File: config.mk
export PLATFORM = sky130hd
export DESIGN_NAME = axi_txn_guard
export DESIGN_NICKNAME = d
export VERILOG_FILES = /design/src/rtl/axi_txn_guard.sv
export SDC_FILE = /design/constraint.sdc
export NUM_CORES = 2
export LEC_CHECK = 0
export CAP_MARGIN = 10
export CELL_PAD_IN_SITES_DETAIL_PLACEMENT = 0
export CELL_PAD_IN_SITES_GLOBAL_PLACEMENT = 1
export CORE_MARGIN = 2
export CORE_UTILIZATION = 50
export CTS_CLUSTER_DIAMETER = 80
export DETAILED_ROUTE_END_ITERATION = 10
export PLACE_DENSITY_LB_ADDON = 0.1
export SKIP_CTS_REPAIR_TIMING = 1
export SYNTH_ARGS = -nofsm -noshare
export SYNTH_HDL_FRONTEND = slang
export SYNTH_SLANG_ARGS = --single-unit
File: constraint.sdc
create_clock -name clk_i -period 21.1 [get_ports clk_i]
set_input_delay 4.22 -clock clk_i [delete_from_list [all_inputs] [get_ports clk_i]]
set_output_delay 4.22 -clock clk_i [all_outputs]
set_load 0.01 [all_outputs]
File: src/rtl/axi_txn_guard.sv
// axi_txn_guard: passive AXI transaction watchdog for one direction.
// ReadMode=0 tracks AW->B, ReadMode=1 tracks AR->R(last).
// Up to NumSlots outstanding transactions are kept, with per-ID ordering,
// length-scaled timeout budgets, back-pressure when full and latency reporting.
// Ports:
//   clk_i, rst_i (sync, active-high), enable_i
//   req_*          observed AW/AR channel (valid, ready, id, addr, len)
//   rsp_*          observed B/R channel (valid, ready, id, last)
//   budget_base_i  fixed budget part; budget_beat_i per-beat budget
//   reset_clear_i  clears the latched reset request
//   stall_o        all slots busy (combinational from slot registers)
//   irq_o, reset_req_o, irq_cause_o, irq_id_o, irq_addr_o  error report
//   latency_o, latency_valid_o  latency of the last retired transaction
//   outstanding_o  busy slot count
module axi_txn_guard #(
  parameter bit          ReadMode  = 1'b0,
  parameter int unsigned NumSlots  = 8,
  parameter int unsigned IdWidth   = 4,
  parameter int unsigned AddrWidth = 64,
  parameter int unsigned LenWidth  = 8,
  parameter int unsigned CntWidth  = 16
) (
  input  logic                          clk_i,
  input  logic                          rst_i,
  input  logic                          enable_i,
  input  logic                          req_valid_i,
  input  logic                          req_ready_i,
  input  logic [IdWidth-1:0]            req_id_i,
  input  logic [AddrWidth-1:0]          req_addr_i,
  input  logic [LenWidth-1:0]           req_len_i,
  input  logic                          rsp_valid_i,
  input  logic                          rsp_ready_i,
  input  logic [IdWidth-1:0]            rsp_id_i,
  input  logic                          rsp_last_i,
  input  logic [CntWidth-1:0]           budget_base_i,
  input  logic [CntWidth-1:0]           budget_beat_i,
  input  logic                          reset_clear_i,
  output logic                          stall_o,
  output logic                          irq_o,
  output logic                          reset_req_o,
  output logic [1:0]                    irq_cause_o,
  output logic [IdWidth-1:0]            irq_id_o,
  output logic [AddrWidth-1:0]          irq_addr_o,
  output logic [CntWidth-1:0]           latency_o,
  output logic                          latency_valid_o,
  output logic [$clog2(NumSlots+1)-1:0] outstanding_o
);

  localparam int unsigned IdxW  = (NumSlots > 1) ? $clog2(NumSlots) : 1;
  localparam int unsigned OutW  = $clog2(NumSlots + 1);
  localparam int unsigned WideW = CntWidth + LenWidth + 2;

  localparam logic [1:0] CauseNone     = 2'd0;
  localparam logic [1:0] CauseTimeout  = 2'd1;
  localparam logic [1:0] CauseUnwanted = 2'd2;
  localparam logic [1:0] CauseOverflow = 2'd3;

  localparam logic [CntWidth-1:0] CntMax = '1;

  typedef struct packed {
    logic [IdWidth-1:0]   id;
    logic [AddrWidth-1:0] addr;
    logic [CntWidth-1:0]  cnt;
    logic [CntWidth-1:0]  budget;
    logic [IdxW-1:0]      seq;     // order among same-ID slots, 0 = oldest
  } slot_t;

  slot_t               slot_q [NumSlots];
  slot_t               slot_d [NumSlots];
  logic [NumSlots-1:0] busy_q;
  logic [NumSlots-1:0] busy_d;

  logic                 req_hs, rsp_hs, active;
  logic                 ret_hit, free_hit, to_hit;
  logic [IdxW-1:0]      ret_idx, free_idx, to_idx;
  logic                 do_retire, do_alloc;
  logic                 overflow, unwanted, timeout, err;
  logic [IdxW-1:0]      new_seq;
  logic [1:0]           cause_d;
  logic [IdWidth-1:0]   err_id_d;
  logic [AddrWidth-1:0] err_addr_d;
  logic [CntWidth-1:0]  lat_d;
  logic [OutW-1:0]      busy_cnt;

  // Budget = base + beat*(len+1), saturated to the counter width.
  function automatic logic [CntWidth-1:0] calc_budget(
    input logic [CntWidth-1:0] base,
    input logic [CntWidth-1:0] beat,
    input logic [LenWidth-1:0] len
  );
    logic [WideW-1:0] sum;
    sum = WideW'(base) + WideW'(beat) * (WideW'(len) + WideW'(1));
    if (|sum[WideW-1:CntWidth]) return CntMax;
    return sum[CntWidth-1:0];
  endfunction

  assign stall_o = &busy_q;

  // Slot bookkeeping and error detection.
  always_comb begin
    busy_d     = busy_q;
    for (int unsigned i = 0; i < NumSlots; i++) slot_d[i] = slot_q[i];
    ret_hit    = 1'b0;
    ret_idx    = '0;
    free_hit   = 1'b0;
    free_idx   = '0;
    to_hit     = 1'b0;
    to_idx     = '0;
    new_seq    = '0;
    busy_cnt   = '0;
    cause_d    = CauseNone;
    err_id_d   = '0;
    err_addr_d = '0;

    req_hs = req_valid_i & req_ready_i;
    rsp_hs = rsp_valid_i & rsp_ready_i & (!ReadMode || rsp_last_i);
    active = enable_i & ~reset_req_o;

    for (int unsigned i = 0; i < NumSlots; i++) begin
      if (busy_q[i]) busy_cnt = busy_cnt + OutW'(1);
      if (!ret_hit && busy_q[i] && slot_q[i].id == rsp_id_i && slot_q[i].seq == '0) begin
        ret_hit = 1'b1;
        ret_idx = IdxW'(i);
      end
      if (!free_hit && !busy_q[i]) begin
        free_hit = 1'b1;
        free_idx = IdxW'(i);
      end
      if (!to_hit && busy_q[i] && slot_q[i].cnt >= slot_q[i].budget) begin
        to_hit = 1'b1;
        to_idx = IdxW'(i);
      end
    end

    do_retire = active & rsp_hs & ret_hit;
    unwanted  = active & rsp_hs & ~ret_hit;
    // A slot freed this cycle is not reusable until the next one.
    overflow  = active & req_hs & stall_o;
    do_alloc  = active & req_hs & free_hit;
    timeout   = active & to_hit;
    err       = overflow | unwanted | timeout;

    lat_d = (slot_q[ret_idx].cnt == CntMax) ? CntMax : slot_q[ret_idx].cnt + CntWidth'(1);

    for (int unsigned i = 0; i < NumSlots; i++) begin
      if (enable_i && busy_q[i] && slot_q[i].cnt != CntMax)
        slot_d[i].cnt = slot_q[i].cnt + CntWidth'(1);
      if (do_retire && busy_q[i] && IdxW'(i) != ret_idx && slot_q[i].id == rsp_id_i)
        slot_d[i].seq = slot_q[i].seq - IdxW'(1);
      if (busy_q[i] && slot_q[i].id == req_id_i && !(do_retire && IdxW'(i) == ret_idx))
        new_seq = new_seq + IdxW'(1);
    end

    if (do_retire) busy_d[ret_idx] = 1'b0;

    if (do_alloc) begin
      busy_d[free_idx]        = 1'b1;
      slot_d[free_idx].id     = req_id_i;
      slot_d[free_idx].addr   = req_addr_i;
      slot_d[free_idx].cnt    = '0;
      slot_d[free_idx].budget = calc_budget(budget_base_i, budget_beat_i, req_len_i);
      slot_d[free_idx].seq    = new_seq;
    end

    if (overflow) begin
      cause_d    = CauseOverflow;
      err_id_d   = req_id_i;
      err_addr_d = req_addr_i;
    end else if (unwanted) begin
      cause_d    = CauseUnwanted;
      err_id_d   = rsp_id_i;
    end else if (timeout) begin
      cause_d    = CauseTimeout;
      err_id_d   = slot_q[to_idx].id;
      err_addr_d = slot_q[to_idx].addr;
    end

    // Every slot is dropped on the latch edge and stays empty while latched.
    if (err || reset_req_o) busy_d = '0;
  end

  // State and output registers.
  always_ff @(posedge clk_i) begin
    if (rst_i) begin
      busy_q          <= '0;
      for (int unsigned i = 0; i < NumSlots; i++) slot_q[i] <= '0;
      irq_o           <= 1'b0;
      reset_req_o     <= 1'b0;
      irq_cause_o     <= CauseNone;
      irq_id_o        <= '0;
      irq_addr_o      <= '0;
      latency_o       <= '0;
      latency_valid_o <= 1'b0;
      outstanding_o   <= '0;
    end else begin
      busy_q          <= busy_d;
      for (int unsigned i = 0; i < NumSlots; i++) slot_q[i] <= slot_d[i];
      irq_o           <= err;
      latency_valid_o <= do_retire;
      outstanding_o   <= busy_cnt;
      if (do_retire) latency_o <= lat_d;
      if (err) begin
        reset_req_o <= 1'b1;
        irq_cause_o <= cause_d;
        irq_id_o    <= err_id_d;
        irq_addr_o  <= err_addr_d;
      end else if (reset_clear_i) begin
        reset_req_o <= 1'b0;
        irq_cause_o <= CauseNone;
      end
    end
  end

endmodule

# After elaboration in Yosys (flattened, before gate mapping)
# Memories as Yosys holds them, arrays and structs flattened.
# Index checks and enable logic that the tools add are counted.
# totals
output_inout_bits	94
mem_bits_ro	0
mem_bits_rw	824
wordCells	414
latch_bits	0
inputBits	121
mem_count	1
ff_bits	101
# op_classes
shift	0
n_eq_ne	39
order_cmp	14
n_mul	1
div_mod_pow	0
n_reduce_logical	162
addsub	33
bitwise	26
muxes	129
# mem_list
name	words	word_bits	rd	rd_ports_with_merged_regs	write_ports	line	text
slot_q	8	103	10	0	8	68	slot_t slot_q [NumSlots];
# op_table
operator	n
bitwise mux 824 bit	5
demux 103 bit (select 3 bit)	5
2-to-1 mux 103 bit	9
2-to-1 mux 824 bit	1
2-to-1 mux 16 bit	12
2-to-1 mux 64 bit	3
adder 16 x 1 -> 16 bit (second input constant)	9
greater-or-equal comparator 16 bit	8
inequality test 16 bit (second input constant)	8
logical AND 1 bit	112
2-to-1 mux 3 bit	34
2-to-1 mux 99 bit	1
== test 4 bit	16
2-to-1 mux 1 bit	39
2-to-1 mux 4 bit	9
logical NOT 1 bit	35
2-to-1 mux 35 bit	1
logical NOT 3 bit	9
adder 16 x 25 -> 26 bit	1
multiplier 16 x 9 -> 25 bit	1
adder 4 x 1 -> 4 bit (second input constant)	6
subtractor 3 x 1 -> 3 bit (second input constant)	8
adder 3 x 1 -> 3 bit (second input constant)	7
2-to-1 mux 19 bit	1
29 further kinds	64

# Depth between registers and ports, before layout
# An unclocked memory read counts as a cell.
# logic_depth
word_depth	62
mapped_depth	27
ltp_nobuf	26

# Least setup slack after synthesis
# No wires, ideal clock.
# synth_timing
kind	input-to-reg
startpoint	in req_len_i[0]
endpoint	reg with a tool-made name
setup_ps	137
n_path_buf	2
t_required_ps	20963
stages	26
setup_slack_ps	10514
arrival_time_ps	10449
cell_sequence	ha_1 -> nand3_1 -> xor2_1 -> clkbuf_1 -> nor2b_1 -> fa_1 -> inv_1 -> fa_1 -> fa_1 -> inv_1 -> fa_1 -> fa_1 -> ha_1 -> a21o_1 -> a21o_1 -> a21o_1 -> a21oi_1 -> a21oi_1 -> o21a_1 -> or2_2 -> a21oi_1 -> mux2i_1 -> nand4_1 -> clkbuf_1 -> nor2_1 -> a211oi_1
# synth_rtl
item	line	text
start: declaration	30	input logic [LenWidth-1:0] req_len_i,

==> reports/summary.txt <==
status: completed
Worst Path Required: 21.61 ns
Vias: 43,010
Layout Area Growth over Synthesis: 12.07%
final antenna-violating net count: 0
Yosys reg bits: 925
crit path time final: 12.41 ns
fraction of layout cells with a size suffix above 1: 5.778%
initial DRC count: 3,687
IO buf count: 213
total CTS buffers: 103
Die X: 322.2 um
synthesized area: 0.05064 mm^2
Seq/Total Area, Yosys: 36.57%
final WL: 156.7 mm
cell count after synthesis: 6,213
Post-synth ARST share: 0%
Buf+Inv Stages, Crit Path: 2
Startpoint Class: input port
initial antenna violation count: 6
vias in the first global route: 40,680
CORE AREA: 0.1003 mm^2
Avg Vias per Cell: 5.680
pwr dens: 80.08 mW/mm^2
Final Hold Vio Count: 0
CTS root buffer: clkbuf_16
Post-synth EDFFs: 0
Crit path top cell by count: fa_1
total grt overflow: 0
GRT Util Overall: 29.77%
drc violations: 0
max cap viols: 0
skew final: 0.02875 ns
H-tree levels: 3
DIE HEIGHT: 322.2 um
FF-to-FF End: irq_addr_o[14]
worst-margin pin slew: 1.261 ns
hold crit path type: reg -> reg
Slew HR: 15.92%
commonest non-fill, non-tap cell in the layout: nand2_1
first-pass GRT wire length: 242.6 mm
worst r2r path cells: 18
static leakage: 19.76 nW
Peak Freq: 80.55 MHz
TritonCTS clock tree: built
HPWL after detailed placement: 96.89 mm
critical setup path kind: in -> reg
FF-to-FF Start: slot_q[2][19]
largest net degree at the start of global routing: 107
most frequently used flop master after synthesis: dfxtp_1
crit path DAT: 12.92 ns
Max clock buf depth: 3
hold path cells: 2
syn_nets: 6,680
Pins Over Slew Limit: 0
IO Pins: 215
worst skew pair latency: 0.69 ns
Routed WL per cell: 20.69 um
Crit. End Element: flop
CTS clk-pin slew, worst paths: 0.06 ns
Tot Pwr: 0.004544 W
Distinct cells, synth: 103
CP max stage delay: 1.14 ns
First-pass DRT Iterations: 8
worst vdd rail ir drop: 75.41 uV
Final Cycle Share: 58.84%
warning count from the yosys run: 0
CP top delay family: simple AND/OR/NAND/NOR gates
Final Wtd Congestion: 0.8890
setup violators final: 0
r2r setup slk: 14.38 ns
Starting Density: 50.49%
Crit Path Max Fanout: 19
Slowest-stage cell, CP: nor2_2
Fillers: 9,328
die area: 0.1038 mm^2
RSZ-0062 raised after global routing: no
syn avg cell area: 8.150 um^2
FP Rows: 116
TNS Setup: 0 ns
Sinks on Clock Net: 925
Final #Nets: 6,607
most frequent cells in the layout: 1,404 x nand2_1, 925 x dfxtp_1, 630 x a21oi_1
==> report_power, final <==
group	total (W)	switching [W]	internal (W)
registers	0.00176	0.00000464	0.00176
clock network	0.00183	0.000741	0.00109
logic	0.000953	0.000560	0.000393
total	0.00454	0.00131	0.00324
==> worst max-delay path by stage <==
stage | start | end | slack, ns | cells after the start
6_report | req_len_i[0] | flop | 8.69 | 25
5_1_grt | req_len_i[0] | flop | 8.18 | 25
4_1_cts | req_len_i[0] | flop | 8.72 | 25
3_5_place_dp | req_len_i[0] | flop | 7.98 | 25
3_3_place_gp | req_len_i[0] | flop | 8.08 | 25
2_1_floorplan | req_len_i[0] | flop | 10.51 | 26
==> cells in the mapped netlist, drive strengths merged, types with 63 or more instances <==
| library cell | number | share of area [%] |
|---|---|---|
| a211oi | 178 | 2.8 |
| a21o | 66 | 0.98 |
| a21oi | 634 | 6.3 |
| a22oi | 75 | 1.1 |
| a32oi | 63 | 1.1 |
| buf | 84 | 0.96 |
| clkbuf | 381 | 2.8 |
| dfxtp | 925 | 37 |
| fa | 112 | 4.4 |
| ha | 234 | 5.8 |
| inv | 289 | 2.1 |
| mux2i | 349 | 6.9 |
| nand2 | 1408 | 10 |
| nand3 | 88 | 0.88 |
| nor2 | 380 | 2.8 |
| nor2b | 69 | 0.85 |
| o21ai | 154 | 1.5 |
| xnor2 | 113 | 2.0 |
| xor2 | 129 | 2.3 |
==> layout make-up <==
class	instances	area, um^2	share of cell area [%]
diodes	3	7.507	0.01323
flip-flops and latches	925	18520	32.63
clock inverters	21	339.1	0.5975
clock buffers	157	3094	5.452
repair buffers	287	2693	4.745
well taps	1357	1698	2.992
multi-input cells	4534	29320	51.66
inverters	289	1085	1.912
==> stage by stage <==
step / std cells / setup slack [ns] / area (um^2) / hold slack (ns) / util [%]
after detailed placement: 7392 / 7.978 / 53310 / 0.4458 / 53.15
final: 7573 / 8.685 / 56750 / 0.4516 / 56.58
after global placement: 7392 / 8.085 / 53310 / 0.4404 / 53.15
after global routing: 7573 / 8.181 / 56750 / 0.4639 / 56.58
after CTS: 7570 / 8.717 / 56740 / 0.4534 / 56.58
after floorplan: 6213 / 10.51 / 50640 / 0.4357 / -
==> cells by family (layout without fill, tap and decap cells) <==
logic type / after synthesis / after routing / share of synthesized area, %
buffers and inverters: 754 / 754 / 5.923
adders and majority gates: 346 / 346 / 10.21
xor gates and xnor gates: 242 / 242 / 4.327
and+or+nand+nor: 2273 / 2273 / 19.46
AOI/OAI and AO/OA: 1315 / 1315 / 16.39
DFF: 925 / 925 / 36.57
muxes: 358 / 358 / 7.121
other: 0 / 3 / 0
==> worst reg2reg max path, cell delays in order, from the launching register on <==
cell and delay [ns]:
dfxtp_1 0.43, inv_1 0.09, ha_1 0.27, nand2b_1 0.14
a21o_1 0.18, a21o_1 0.19, a2111oi_0 0.57, buf_4 0.24
o211ai_1 0.09, a21oi_1 0.41, nand3_1 0.27, a21oi_4 0.17
buf_4 0.69, buf_4 0.80, buf_4 1.06, mux2i_1 0.34
nand2_1 0.08, a32oi_1 0.36, o21ai_0 0.15
==> metal layers <==
layer / global-route usage, % / part of all wire, % / vias up / wire, um
li1: - / - / 20860 / -
met2: 46.31 / 44 / 1209 / 68840
met5: 0 / 0.021 / - / 33
met4: 6.968 / 2.0 / 4 / 3193
met3: 4.113 / 6.5 / 205 / 10230
met1: 43.52 / 47 / 20730 / 74390
Power figures use the tool's default switching activity.
